## src/rtl/game_flow_controller.sv

```systemverilog
// game_flow_controller: Frogger game sequencer (idle/running/death/level pause/game over).
// Owns the lives counter, the frog-respawn and car-direction reload strobes and the
// blink mask applied to the lives LEDs while dying or after the game has ended.
module game_flow_controller #(
    parameter int NUM_LIVES      = 4,
    parameter int C_DEATH_FRAMES = 60,
    parameter int C_LEVEL_FRAMES = 30,
    parameter int C_BLINK_FRAMES = 8
) (
    input  logic                 i_Clk,
    input  logic                 i_Rst,
    input  logic                 i_Start,
    input  logic                 i_Has_Collided,
    input  logic                 i_Level_Up,
    input  logic                 i_Frame_Tick,
    output logic                 o_Game_Active,
    output logic                 o_Frog_Reset,
    output logic                 o_Reverse_Load,
    output logic [NUM_LIVES-1:0] o_Lives,
    output logic                 o_Game_Over,
    output logic [2:0]           o_State
);

    localparam int MAX_FRAMES = (C_DEATH_FRAMES > C_LEVEL_FRAMES) ? C_DEATH_FRAMES : C_LEVEL_FRAMES;
    localparam int FW         = $clog2(MAX_FRAMES + 1);
    localparam int BW         = $clog2(C_BLINK_FRAMES + 1);

    localparam logic [FW-1:0] DEATH_LAST = FW'(C_DEATH_FRAMES - 1);
    localparam logic [FW-1:0] LEVEL_LAST = FW'(C_LEVEL_FRAMES - 1);
    localparam logic [BW-1:0] BLINK_LAST = BW'(C_BLINK_FRAMES - 1);

    typedef enum logic [2:0] {
        IDLE        = 3'd0,
        RUNNING     = 3'd1,
        DEATH       = 3'd2,
        LEVEL_PAUSE = 3'd3,
        GAME_OVER   = 3'd4
    } state_t;

    state_t                 state_q, state_d;
    logic [NUM_LIVES-1:0]   lives_q, lives_d;
    logic [FW-1:0]          frame_q, frame_d;
    logic [BW-1:0]          blink_q, blink_d;
    logic                   phase_q, phase_d;
    logic                   start_q;
    // Set until the first start of a game; gates the direction reload out of IDLE.
    logic                   fresh_q, fresh_d;
    logic                   frog_reset_q, frog_reset_d;
    logic                   rev_load_q, rev_load_d;

    logic                   start_rise;
    logic [FW-1:0]          frame_inc;
    logic                   blinking;

    assign start_rise = i_Start & ~start_q;
    // Saturating increment: the frame counter must never wrap back to zero.
    assign frame_inc  = (frame_q == {FW{1'b1}}) ? frame_q : frame_q + 1'b1;
    assign blinking   = (state_q == DEATH) || (state_q == GAME_OVER);

    // State, counters and strobe registers.
    always_ff @(posedge i_Clk or posedge i_Rst) begin
        if (i_Rst) begin
            state_q      <= IDLE;
            lives_q      <= '1;
            frame_q      <= '0;
            blink_q      <= '0;
            phase_q      <= 1'b1;
            start_q      <= 1'b0;
            fresh_q      <= 1'b1;
            frog_reset_q <= 1'b0;
            rev_load_q   <= 1'b0;
        end else begin
            state_q      <= state_d;
            lives_q      <= lives_d;
            frame_q      <= frame_d;
            blink_q      <= blink_d;
            phase_q      <= phase_d;
            start_q      <= i_Start;
            fresh_q      <= fresh_d;
            frog_reset_q <= frog_reset_d;
            rev_load_q   <= rev_load_d;
        end
    end

    // Next-state logic: game sequencing, lives bookkeeping and strobe requests.
    always_comb begin
        state_d      = state_q;
        lives_d      = lives_q;
        frame_d      = frame_q;
        fresh_d      = fresh_q;
        frog_reset_d = 1'b0;
        rev_load_d   = 1'b0;
        case (state_q)
            IDLE: begin
                if (start_rise) begin
                    state_d    = RUNNING;
                    fresh_d    = 1'b0;
                    rev_load_d = fresh_q && (lives_q == {NUM_LIVES{1'b1}});
                end
            end
            RUNNING: begin
                // Collision takes priority over a simultaneous level-up.
                if (i_Has_Collided) begin
                    state_d = DEATH;
                    lives_d = lives_q >> 1;
                    frame_d = '0;
                end else if (i_Level_Up) begin
                    state_d    = LEVEL_PAUSE;
                    rev_load_d = 1'b1;
                    frame_d    = '0;
                end
            end
            DEATH: begin
                if (i_Frame_Tick) begin
                    frame_d = frame_inc;
                    if (frame_q == DEATH_LAST) begin
                        if (lives_q == '0) begin
                            state_d = GAME_OVER;
                        end else begin
                            state_d      = IDLE;
                            frog_reset_d = 1'b1;
                        end
                    end
                end
            end
            LEVEL_PAUSE: begin
                if (i_Frame_Tick) begin
                    frame_d = frame_inc;
                    if (frame_q == LEVEL_LAST) begin
                        state_d      = RUNNING;
                        frog_reset_d = 1'b1;
                    end
                end
            end
            GAME_OVER: begin
                if (start_rise) begin
                    state_d      = IDLE;
                    lives_d      = '1;
                    frog_reset_d = 1'b1;
                    rev_load_d   = 1'b1;
                    fresh_d      = 1'b1;
                end
            end
            default: state_d = IDLE;
        endcase
    end

    // Blink generator: runs only while dying or game over, otherwise parked at phase on.
    always_comb begin
        blink_d = blink_q;
        phase_d = phase_q;
        if (blinking) begin
            if (i_Frame_Tick) begin
                if (blink_q == BLINK_LAST) begin
                    blink_d = '0;
                    phase_d = ~phase_q;
                end else begin
                    blink_d = blink_q + 1'b1;
                end
            end
        end else begin
            blink_d = '0;
            phase_d = 1'b1;
        end
    end

    // Output decode; an empty lives register flashes all LEDs once the game is over.
    always_comb begin
        o_Lives = lives_q;
        if (state_q == DEATH) begin
            o_Lives = lives_q & {NUM_LIVES{phase_q}};
        end else if (state_q == GAME_OVER) begin
            o_Lives = ((lives_q == '0) ? {NUM_LIVES{1'b1}} : lives_q) & {NUM_LIVES{phase_q}};
        end
    end

    assign o_Game_Active  = (state_q == RUNNING);
    assign o_Game_Over    = (state_q == GAME_OVER);
    assign o_State        = state_q;
    assign o_Frog_Reset   = frog_reset_q;
    assign o_Reverse_Load = rev_load_q;

endmodule

```

## config.mk

```make
export PLATFORM = sky130hd
export DESIGN_NAME = game_flow_controller
export DESIGN_NICKNAME = d
export VERILOG_FILES = /design/src/rtl/game_flow_controller.sv
export SDC_FILE = /design/constraint.sdc
export NUM_CORES = 1
export LEC_CHECK = 0
export CAP_MARGIN = 20
export CELL_PAD_IN_SITES_DETAIL_PLACEMENT = 0
export CELL_PAD_IN_SITES_GLOBAL_PLACEMENT = 1
export CORE_AREA = 2 2 63 65
export DETAILED_ROUTE_END_ITERATION = 10
export DIE_AREA = 0 0 65 67
export PLACE_DENSITY_LB_ADDON = 0.1
export SETUP_SLACK_MARGIN = 0.05
export SYNTH_ARGS = -nofsm -noshare
export SYNTH_HDL_FRONTEND = slang
export SYNTH_SLANG_ARGS = --single-unit
export TNS_END_PERCENT = 20
```

## constraint.sdc

```tcl
create_clock -name i_Clk -period 4.05 [get_ports i_Clk]
set_input_delay 0.81 -clock i_Clk [delete_from_list [all_inputs] [get_ports i_Clk]]
set_output_delay 0.81 -clock i_Clk [all_outputs]
set_load 0.05 [all_outputs]
```

==> impl_metrics.json, run 1 <==
{
  "outcome": "finished, final reports clean",
  "root_buffer": "clkbuf_8",
  "clock_sinks": 22,
  "crit_type": "reg -> out",
  "core_region_area_um2": 3610,
  "min_period_ns": 3.25,
  "async_flop_share_pct": 100,
  "area.growth.synth_to_final_pct": 20.1,
  "io-pin-count": 17,
  "ys_ff_latch": 22,
  "final_nets": 166,
  "die-width_um": 65,
  "wire_per_inst_um": 13.8,
  "whs_path_depth": 2,
  "drt_wl_total_um": 2820,
  "vias_per_cell": 5.14,
  "syn_avg_cell_area_um2": 8.85,
  "rows": 22,
  "layout_common_cells": "nand2_1, dfrtp_1, clkdlybuf4s50_1, o21ai_0, a21oi_1",
  "grt_max_degree": 23,
  "synth_flop_cell": "dfrtp_1",
  "rr_worst_depth": 5,
  "endpoint_kind": "output port",
  "cp-start-kind": "register",
  "p_per_area_nw_per_um2": 693,
  "start_util_pct": 34.6,
  "numCtsBuffers": 3,
  "skew_ns": 0.00464,
  "crit_fanout": 4,
  "drive_gt1_share_pct": 9.62,
  "hpwl_um": 2030,
  "final_area_um2": 1500,
  "clkLatencyLatePin_ns": 0.27,
  "setup-violations-final": 0,
  "gp_congestion": 0.779,
  "ys_types": 39,
  "relSlewSlack_pct": 42.0,
  "crit_cells": 5,
  "remaining_drc_errors": 0,
  "cts_buffer_depth": 2,
  "drtIter0Drc": 63,
  "cts_setup_buffers": 0,
  "fin_crit_sh_pct": 80.2,
  "grt_usage_pct": 15.0,
  "cp_num_buf_inv": 1,
  "yosys_warnings": 0,
  "tns_ns": 0,
  "dieArea_um2": 4360,
  "cts-resized-gates": 0,
  "antenna_found_initial": 0,
  "ys_seq_area_share_pct": 44.7,
  "grt_pass1_wl_um": 4970,
  "first_pass_iters": 4,
  "grt_pass1_vias": 1011,
  "gr-total-overflow": 0,
  "cap_violations": 0,
  "postRouteAntennaNets": 0,
  "htree_num_levels": 1,
  "min-delay-path-class": "reg -> reg",
  "netlist_instances": 141,
  "vias": 1048,
  "die_h_um": 67,
  "ctsHoldBuffers": 0,
  "max_slew.worst_pin.slew_ns": 0.869,
  "io_buffers": 16,
  "clk_pin_slew_worst_paths_ns": 0.08,
  "rsz0062_at_grt": "false",
  "finalMaxSlewViolations": 0,
  "placed_cell_area_um2": 1440,
  "ir_drop_uv": 193,
  "crit_arrival_ns": 2.44,
  "fmax_mhz": 308,
  "cp_slowest_stage_delay_ns": 0.80,
  "crit_slowest_cell": "clkdlybuf4s50_1",
  "hold_violations": 0,
  "cts_tree": "yes",
  "critPathTopFamily": "simple AND/OR/NAND/NOR gates",
  "antenna_cells": 0,
  "cp_common_cell": "nand2_1",
  "p_leak_nw": 0.619,
  "syn-num-nets": 150,
  "path_cells": "or4_4 > nor4b_4 > nand2_1 > nand2_1 > clkdlybuf4s50_1",
  "crit_required_ns": 3.24,
  "syn-cell-area_um2": 1250,
  "synth_edf_count": 0,
  "final_common_cell": "nand2_1"
}
==> area by class of cell <==
class	instances	area [um2]
clock buffers	4	55.1
fillers	373	2110
inverters	9	33.8
multi-input cells	104	623
flip-flops and latches	22	558
well taps	48	60.1
repair buffers	17	168
==> per-layer routing <==
layer	global-route usage (%)	wire (um)
met1	22.2	1530
met2	21.9	1160
met3	2.36	102
met4	5.59	27
met5	0	0
==> per-stage QoR <==
step | hold WS (ns) | total power (W) | util (%) | setup WS (ns) | cells
finish | 0.498 | 0.00104 | 41.5 | 0.803 | 204
global route | 0.525 | 0.00112 | 41.5 | 0.643 | 204
CTS | 0.503 | 0.00105 | 41.5 | 0.778 | 204
detailed placement | 0.487 | 0.000885 | 40.0 | 1.08 | 200
global placement | 0.477 | 0.000878 | 40.0 | 1.11 | 200
floorplan | 0.460 | 0.000753 | - | 1.01 | 141
==> power breakdown <==
part           switching [W]  internal, W
clock              0.0000759    0.0000868
sequential         0.0000930     0.000306
combinational       0.000292     0.000185
==> synth_stat cells (all sizes together), types with 4 or more instances <==
cell	count	area [um2]
inv	9	33.8
nand3	4	20.0
nand2	20	75.1
a21oi	11	55.1
o21ai	12	60.1
nor2	10	37.5
dfstp	6	158
dfrtp	16	400
nor3	5	25.0
nand2b	7	43.8
==> state kept, by name, indices dropped and copies added (netlist names) <==
name	flops
o_Frog_Reset	1
lives_q	4
blink_q	4
fresh_q	1
phase_q	1
frame_q	6
o_Reverse_Load	1
start_q	1
o_State	3
==> kinds of logic after synthesis <==
family / share of synthesized area [%]
AND/OR/NAND/NOR: 27.0
AO/OA/AOI/OAI: 17.1
flip-flops: 44.7
buffers and inverters: 5.32
XOR/XNOR: 2.11
adder cells (fa/ha/maj): 3.01
multiplexers: 0.802
==> worst reg2reg max path, cell delays in order, from the launching register on <==
cell     delay, ns
dfrtp_1       0.45
ha_1          0.24
nand2_1       0.09
nor4_1        0.42
nor3_1        0.10
o41ai_1       0.30
==> worst paths after layout <==
| kind | from | end | slack, ns |
|---|---|---|---|
| max in group asynchronous | i_Rst | o_Reverse_Load | 2.49 |
| min in group asynchronous | i_Rst | blink_q[2] | 1.03 |
| hold reg to reg | fresh_q | fresh_q | 0.50 |
| setup / recovery | lives_q[3] | o_Lives[3] | 0.80 |
| hold / removal | fresh_q | fresh_q | 0.50 |
| setup reg to reg | frame_q[0] | o_State[2] | 2.34 |
Power figures use the tool's default switching activity.
==> run 2, diff against run 1 <==
- clock period: 4.05 -> 2.8 ns (I/O delays scaled with it)
==> run 2 against run 1 <==
Against the previous run: critical endpoint is now o_Game_Active; clock power is 40% higher; combinational power is 68% higher; sequential share of layout area is 1.6 points lower; power rose by 54%; die area stayed put; count of clock-buffer cells in the layout is the same; cell count increased by 1.5%; via count rose by 2.4%; register-to-register slack got worse by 1.3 ns; global-route usage shrank 0.25 points.
==> impl_metrics.json, run 2 (synthesis gave the netlist of run 1 again) <==
{
  "hpwl_um": 2090,
  "regMostFlops": "frame_q",
  "root_buffer": "clkbuf_8",
  "io_buffers": 16,
  "setup-violations-final": 0,
  "cap_violations": 0,
  "remaining_drc_errors": 0,
  "min-delay-path-class": "reg -> reg",
  "cts_setup_buffers": 0,
  "die-width_um": 65,
  "min-delay-start": "fresh_q",
  "tns_ns": 0,
  "gr-total-overflow": 0,
  "drive_gt1_share_pct": 14.5,
  "antenna_cells": 0,
  "wire_per_inst_um": 13.5,
  "finalMaxSlewViolations": 0,
  "crit_fanout": 9,
  "clkLatencyLatePin_ns": 0.26,
  "dieArea_um2": 4360,
  "path_cells": "nand2b_1 > nor2_1 > clkdlybuf4s50_1",
  "ir_drop_uv": 314,
  "grt_pass1_wl_um": 4970,
  "cts_buffer_depth": 2,
  "endpoint_kind": "output port",
  "cp_slowest_stage_delay_ns": 0.82,
  "htree_num_levels": 1,
  "rsz0062_at_grt": "false",
  "placed_cell_area_um2": 1510,
  "clock_sinks": 22,
  "cp-start-kind": "register",
  "clk_pin_slew_worst_paths_ns": 0.08,
  "p_leak_nw": 0.656,
  "crit_type": "reg -> out",
  "crit_required_ns": 2.24,
  "die_h_um": 67,
  "final_area_um2": 1570,
  "crit_arrival_ns": 1.94,
  "io-pin-count": 17,
  "fmax_mhz": 401,
  "outcome": "finished, final reports clean",
  "worst-r2r-setup-slack_ns": 1.03,
  "layout_common_cells": "nand2_1, dfrtp_1, clkdlybuf4s50_1, o21ai_0, a21oi_1",
  "cts_tree": "yes",
  "rows": 22,
  "start_util_pct": 34.6,
  "final_common_cell": "nand2_1",
  "max_slew.worst_pin.slew_ns": 0.598,
  "first_pass_iters": 4,
  "hold_violations": 0,
  "postRouteAntennaNets": 0,
  "final_nets": 169,
  "grt_pass1_vias": 1067,
  "gp_congestion": 0.761,
  "total_power_w": 0.00160,
  "fin_crit_sh_pct": 89.2,
  "area.growth.synth_to_final_pct": 25.5,
  "p_per_area_nw_per_um2": 1020,
  "core_region_area_um2": 3610,
  "antenna_found_initial": 0,
  "crit_slowest_cell": "clkdlybuf4s50_1",
  "whs_path_depth": 2,
  "reg_top3": "frame_q: 6 flops, blink_q: 4 flops, lives_q: 4 flops",
  "grt_max_degree": 23,
  "rr_worst_depth": 5,
  "relSlewSlack_pct": 59.6,
  "reg2reg_to": "frame_q[4]",
  "skew_ns": 0.00243,
  "cts-resized-gates": 0,
  "worstHoldEndpoint": "fresh_q",
  "rr_startpoint": "o_State[1]",
  "numCtsBuffers": 3,
  "whs_ns": 0.493,
  "grt_usage_pct": 14.8,
  "ctsHoldBuffers": 0,
  "drtIter0Drc": 64,
  "largest_reg_flops": 6,
  "drt_wl_total_um": 2800,
  "vias_per_cell": 5.18,
  "min_period_ns": 2.50,
  "vias": 1073
}
==> run 2: cell types whose count changed in the layout (fill, tap and decap cells not counted) <==
cell             delta
buf_12              +4
clkdlybuf4s50_1     -4
buf_4               +3
nor3b_1             -1
nor3b_2             +1
==> run 2: per-layer routing <==
layer | track usage (%) | share of wire [%]
met5 | 0 | 0
met4 | 5.32 | 1.2
met3 | 3.04 | 3.9
met2 | 23.6 | 43
met1 | 19.8 | 52
==> run 2: cell type report <==
| class | count | area [um2] |
|---|---|---|
| flip-flops and latches | 22 | 558 |
| repair buffers | 20 | 230 |
| well taps | 48 | 60.1 |
| clock buffers | 4 | 55.1 |
| fillers | 348 | 2040 |
| multi-input cells | 104 | 628 |
| inverters | 9 | 33.8 |
==> run 2: where the power goes <==
part,leakage (nW),internal [W],switching [W]
logic,0.369,0.000342,0.000459
registers,0.258,0.000443,0.000129
clock network,0.0288,0.000125,0.000103
==> run 2: how the worst max path moves through the flow <==
stage | startpoint | endpoint | slack (ns)
after detailed placement | o_State[2] | o_Game_Active | 0.60
after CTS | o_State[2] | o_Game_Active | 0.30
final | o_State[2] | o_Game_Active | 0.30
after floorplan | o_State[2] | o_Game_Over | 0.52
after global placement | o_State[2] | o_Game_Active | 0.60
after global routing | o_State[2] | o_Game_Active | 0.16
==> run 2: worst max-delay path: cells and delay by family (launching register included) <==
kind	cells	cell delay [ns]
flip-flops	1	0.47
buffers and inverters	1	0.82
AND/OR/NAND/NOR	2	0.38
==> run 2: through the flow <==
| step | setup WS [ns] | instances | util (%) |
|---|---|---|---|
| floorplan | 0.517 | 141 | - |
| global placement | 0.599 | 203 | 41.9 |
| detailed placement | 0.603 | 203 | 41.9 |
| CTS | 0.298 | 207 | 43.4 |
| global route | 0.163 | 207 | 43.4 |
| finish | 0.304 | 207 | 43.4 |
==> run 3, diff against run 2 <==
- CORE_AREA: 2 2 63 65 -> 2 2 62 64
- DIE_AREA: 0 0 65 67 -> 0 0 64 66
- TNS_END_PERCENT: 20 -> not set
==> run 3 against run 2 <==
Against the previous run: fmax down 0.22%; first-iteration DRC count up 28%; utilization down 0.14 points; die area down 3.0%; hold slack better by 0.0034 ns; global-route usage down 0.19 points; critical path type unchanged; power down 5.1%.
==> impl_metrics.json, run 3 (synthesis gave the netlist of run 1 again) <==
{
  "area.growth.synth_to_final_pct": 23.2,
  "skew_ns": 0.00309,
  "gr-total-overflow": 0,
  "clock_sinks": 22,
  "fmax_mhz": 400,
  "regMostFlops": "frame_q",
  "cts-resized-gates": 0,
  "max_slew.worst_pin.slew_ns": 0.868,
  "antenna_cells": 0,
  "drive_gt1_share_pct": 13.8,
  "crit_type": "reg -> out",
  "cap_violations": 0,
  "finalMaxSlewViolations": 0,
  "whs_path_depth": 2,
  "clk_pin_slew_worst_paths_ns": 0.12,
  "worst-r2r-setup-slack_ns": 0.98,
  "reg2reg_to": "frame_q[2]",
  "grt_usage_pct": 14.6,
  "ir_drop_uv": 316,
  "crit_fanout": 4,
  "antenna_found_initial": 0,
  "die-width_um": 64,
  "grt_pass1_vias": 1059,
  "final_common_cell": "nand2_1",
  "drt_wl_total_um": 2740,
  "postRouteAntennaNets": 0,
  "outcome": "finished, final reports clean",
  "reg_top3": "frame_q: 6 flops, blink_q: 4 flops, lives_q: 4 flops",
  "endpoint_kind": "output port",
  "worstHoldEndpoint": "fresh_q",
  "crit_arrival_ns": 1.94,
  "gp_congestion": 0.772,
  "whs_ns": 0.497,
  "p_leak_nw": 0.643,
  "fin_crit_sh_pct": 89.3,
  "grt_max_degree": 23,
  "swShare_pct": 44.7,
  "tns_ns": 0,
  "cts_setup_buffers": 0,
  "cts_tree": "yes",
  "root_buffer": "clkbuf_4",
  "ctsHoldBuffers": 0,
  "drtIter0Drc": 82,
  "start_util_pct": 35.1,
  "intPower_w": 0.000840,
  "remaining_drc_errors": 0,
  "cts_buffer_depth": 2,
  "relSlewSlack_pct": 42.1,
  "p_per_area_nw_per_um2": 989,
  "seqPwrFrac_pct": 37.4,
  "final_nets": 169,
  "rows": 22,
  "crit_required_ns": 2.24,
  "first_pass_iters": 4,
  "clkLatencyLatePin_ns": 0.31,
  "numCtsBuffers": 3,
  "vias": 1085,
  "setup-violations-final": 0,
  "cp-start-kind": "register",
  "pwr-share-clk_pct": 10.1,
  "min-delay-start": "fresh_q",
  "rr_startpoint": "o_State[1]",
  "min-delay-path-class": "reg -> reg",
  "min_period_ns": 2.50,
  "hpwl_um": 2000,
  "p_comb_share_pct": 52.5,
  "grt_pass1_wl_um": 4880,
  "htree_num_levels": 1,
  "wire_per_inst_um": 13.2,
  "io-pin-count": 17,
  "layout_common_cells": "nand2_1, dfrtp_1, clkdlybuf4s50_1, o21ai_0, a21oi_1",
  "rsz0062_at_grt": "false",
  "dieArea_um2": 4220,
  "largest_reg_flops": 6,
  "power_switching_w": 0.000679,
  "die_h_um": 66,
  "hold_violations": 0,
  "io_buffers": 16,
  "core_region_area_um2": 3550,
  "vias_per_cell": 5.24,
  "rr_worst_depth": 5
}
## run 3: cell types whose count changed in the layout (fill, tap and decap cells not counted)
cell,previous run,this run
clkbuf_1,0,1
clkbuf_4,0,3
clkbuf_8,4,0
## run 3: stage by stage
stage | cells | worst slack, ns | area, um2 | utilization (%) | power, W
global placement | 203 | 0.660 | 1510 | 42.5 | 0.00137
CTS | 207 | 0.287 | 1540 | 43.3 | 0.00153
floorplan | 141 | 0.517 | 1250 | - | 0.00109
finish | 207 | 0.298 | 1540 | 43.3 | 0.00152
detailed placement | 203 | 0.652 | 1510 | 42.5 | 0.00138
global route | 207 | 0.159 | 1540 | 43.3 | 0.00165
## run 3: metal layers
| layer | vias to the layer above | share of wire, % | wire length, um | GRT usage (%) |
|---|---|---|---|---|
| li1 | 530 | - | - | - |
| met4 | 0 | 0.80 | 22 | 4.62 |
| met5 | - | 0 | 0 | 0 |
| met2 | 34 | 43 | 1190 | 22.7 |
| met3 | 2 | 5.0 | 137 | 2.56 |
| met1 | 519 | 51 | 1390 | 20.6 |
## run 3: how the worst max path moves through the flow
stage                             end       start  slack [ns]
after floorplan           o_Game_Over  o_State[2]        0.52
after global placement    o_Game_Over  o_State[1]        0.66
after detailed placement   o_Lives[0]  lives_q[3]        0.65
after CTS                  o_Lives[0]  lives_q[3]        0.29
after global routing      o_Game_Over  o_State[2]        0.16
final                      o_Lives[0]  lives_q[3]        0.30
## run 3: layout make-up
| cell class | count | area, um2 |
|---|---|---|
| fill | 345 | 2010 |
| multi-input combinational | 104 | 628 |
| sequential | 22 | 558 |
| timing repair buffer | 20 | 230 |
| tap | 48 | 60.1 |
| inverter | 9 | 33.8 |
| clock buffer | 4 | 26.3 |
## run 3: worst max-delay path, stage by stage (launching register included)
cell and delay (ns):
dfstp_2 0.40, or4_4 0.56, nor4b_4 0.29, o21ai_0 0.11
nand2_1 0.12, buf_12 0.14
## run 3: power groups by stage
stage / Clock (W) / Sequential [W] / Combinational, W
floorplan: 0 / 0.000581 / 0.000510
global placement: 0 / 0.000574 / 0.000792
detailed placement: 0 / 0.000574 / 0.000801
CTS: 0.000162 / 0.000569 / 0.000803
global route: 0.000179 / 0.000590 / 0.000877
finish: 0.000153 / 0.000569 / 0.000798
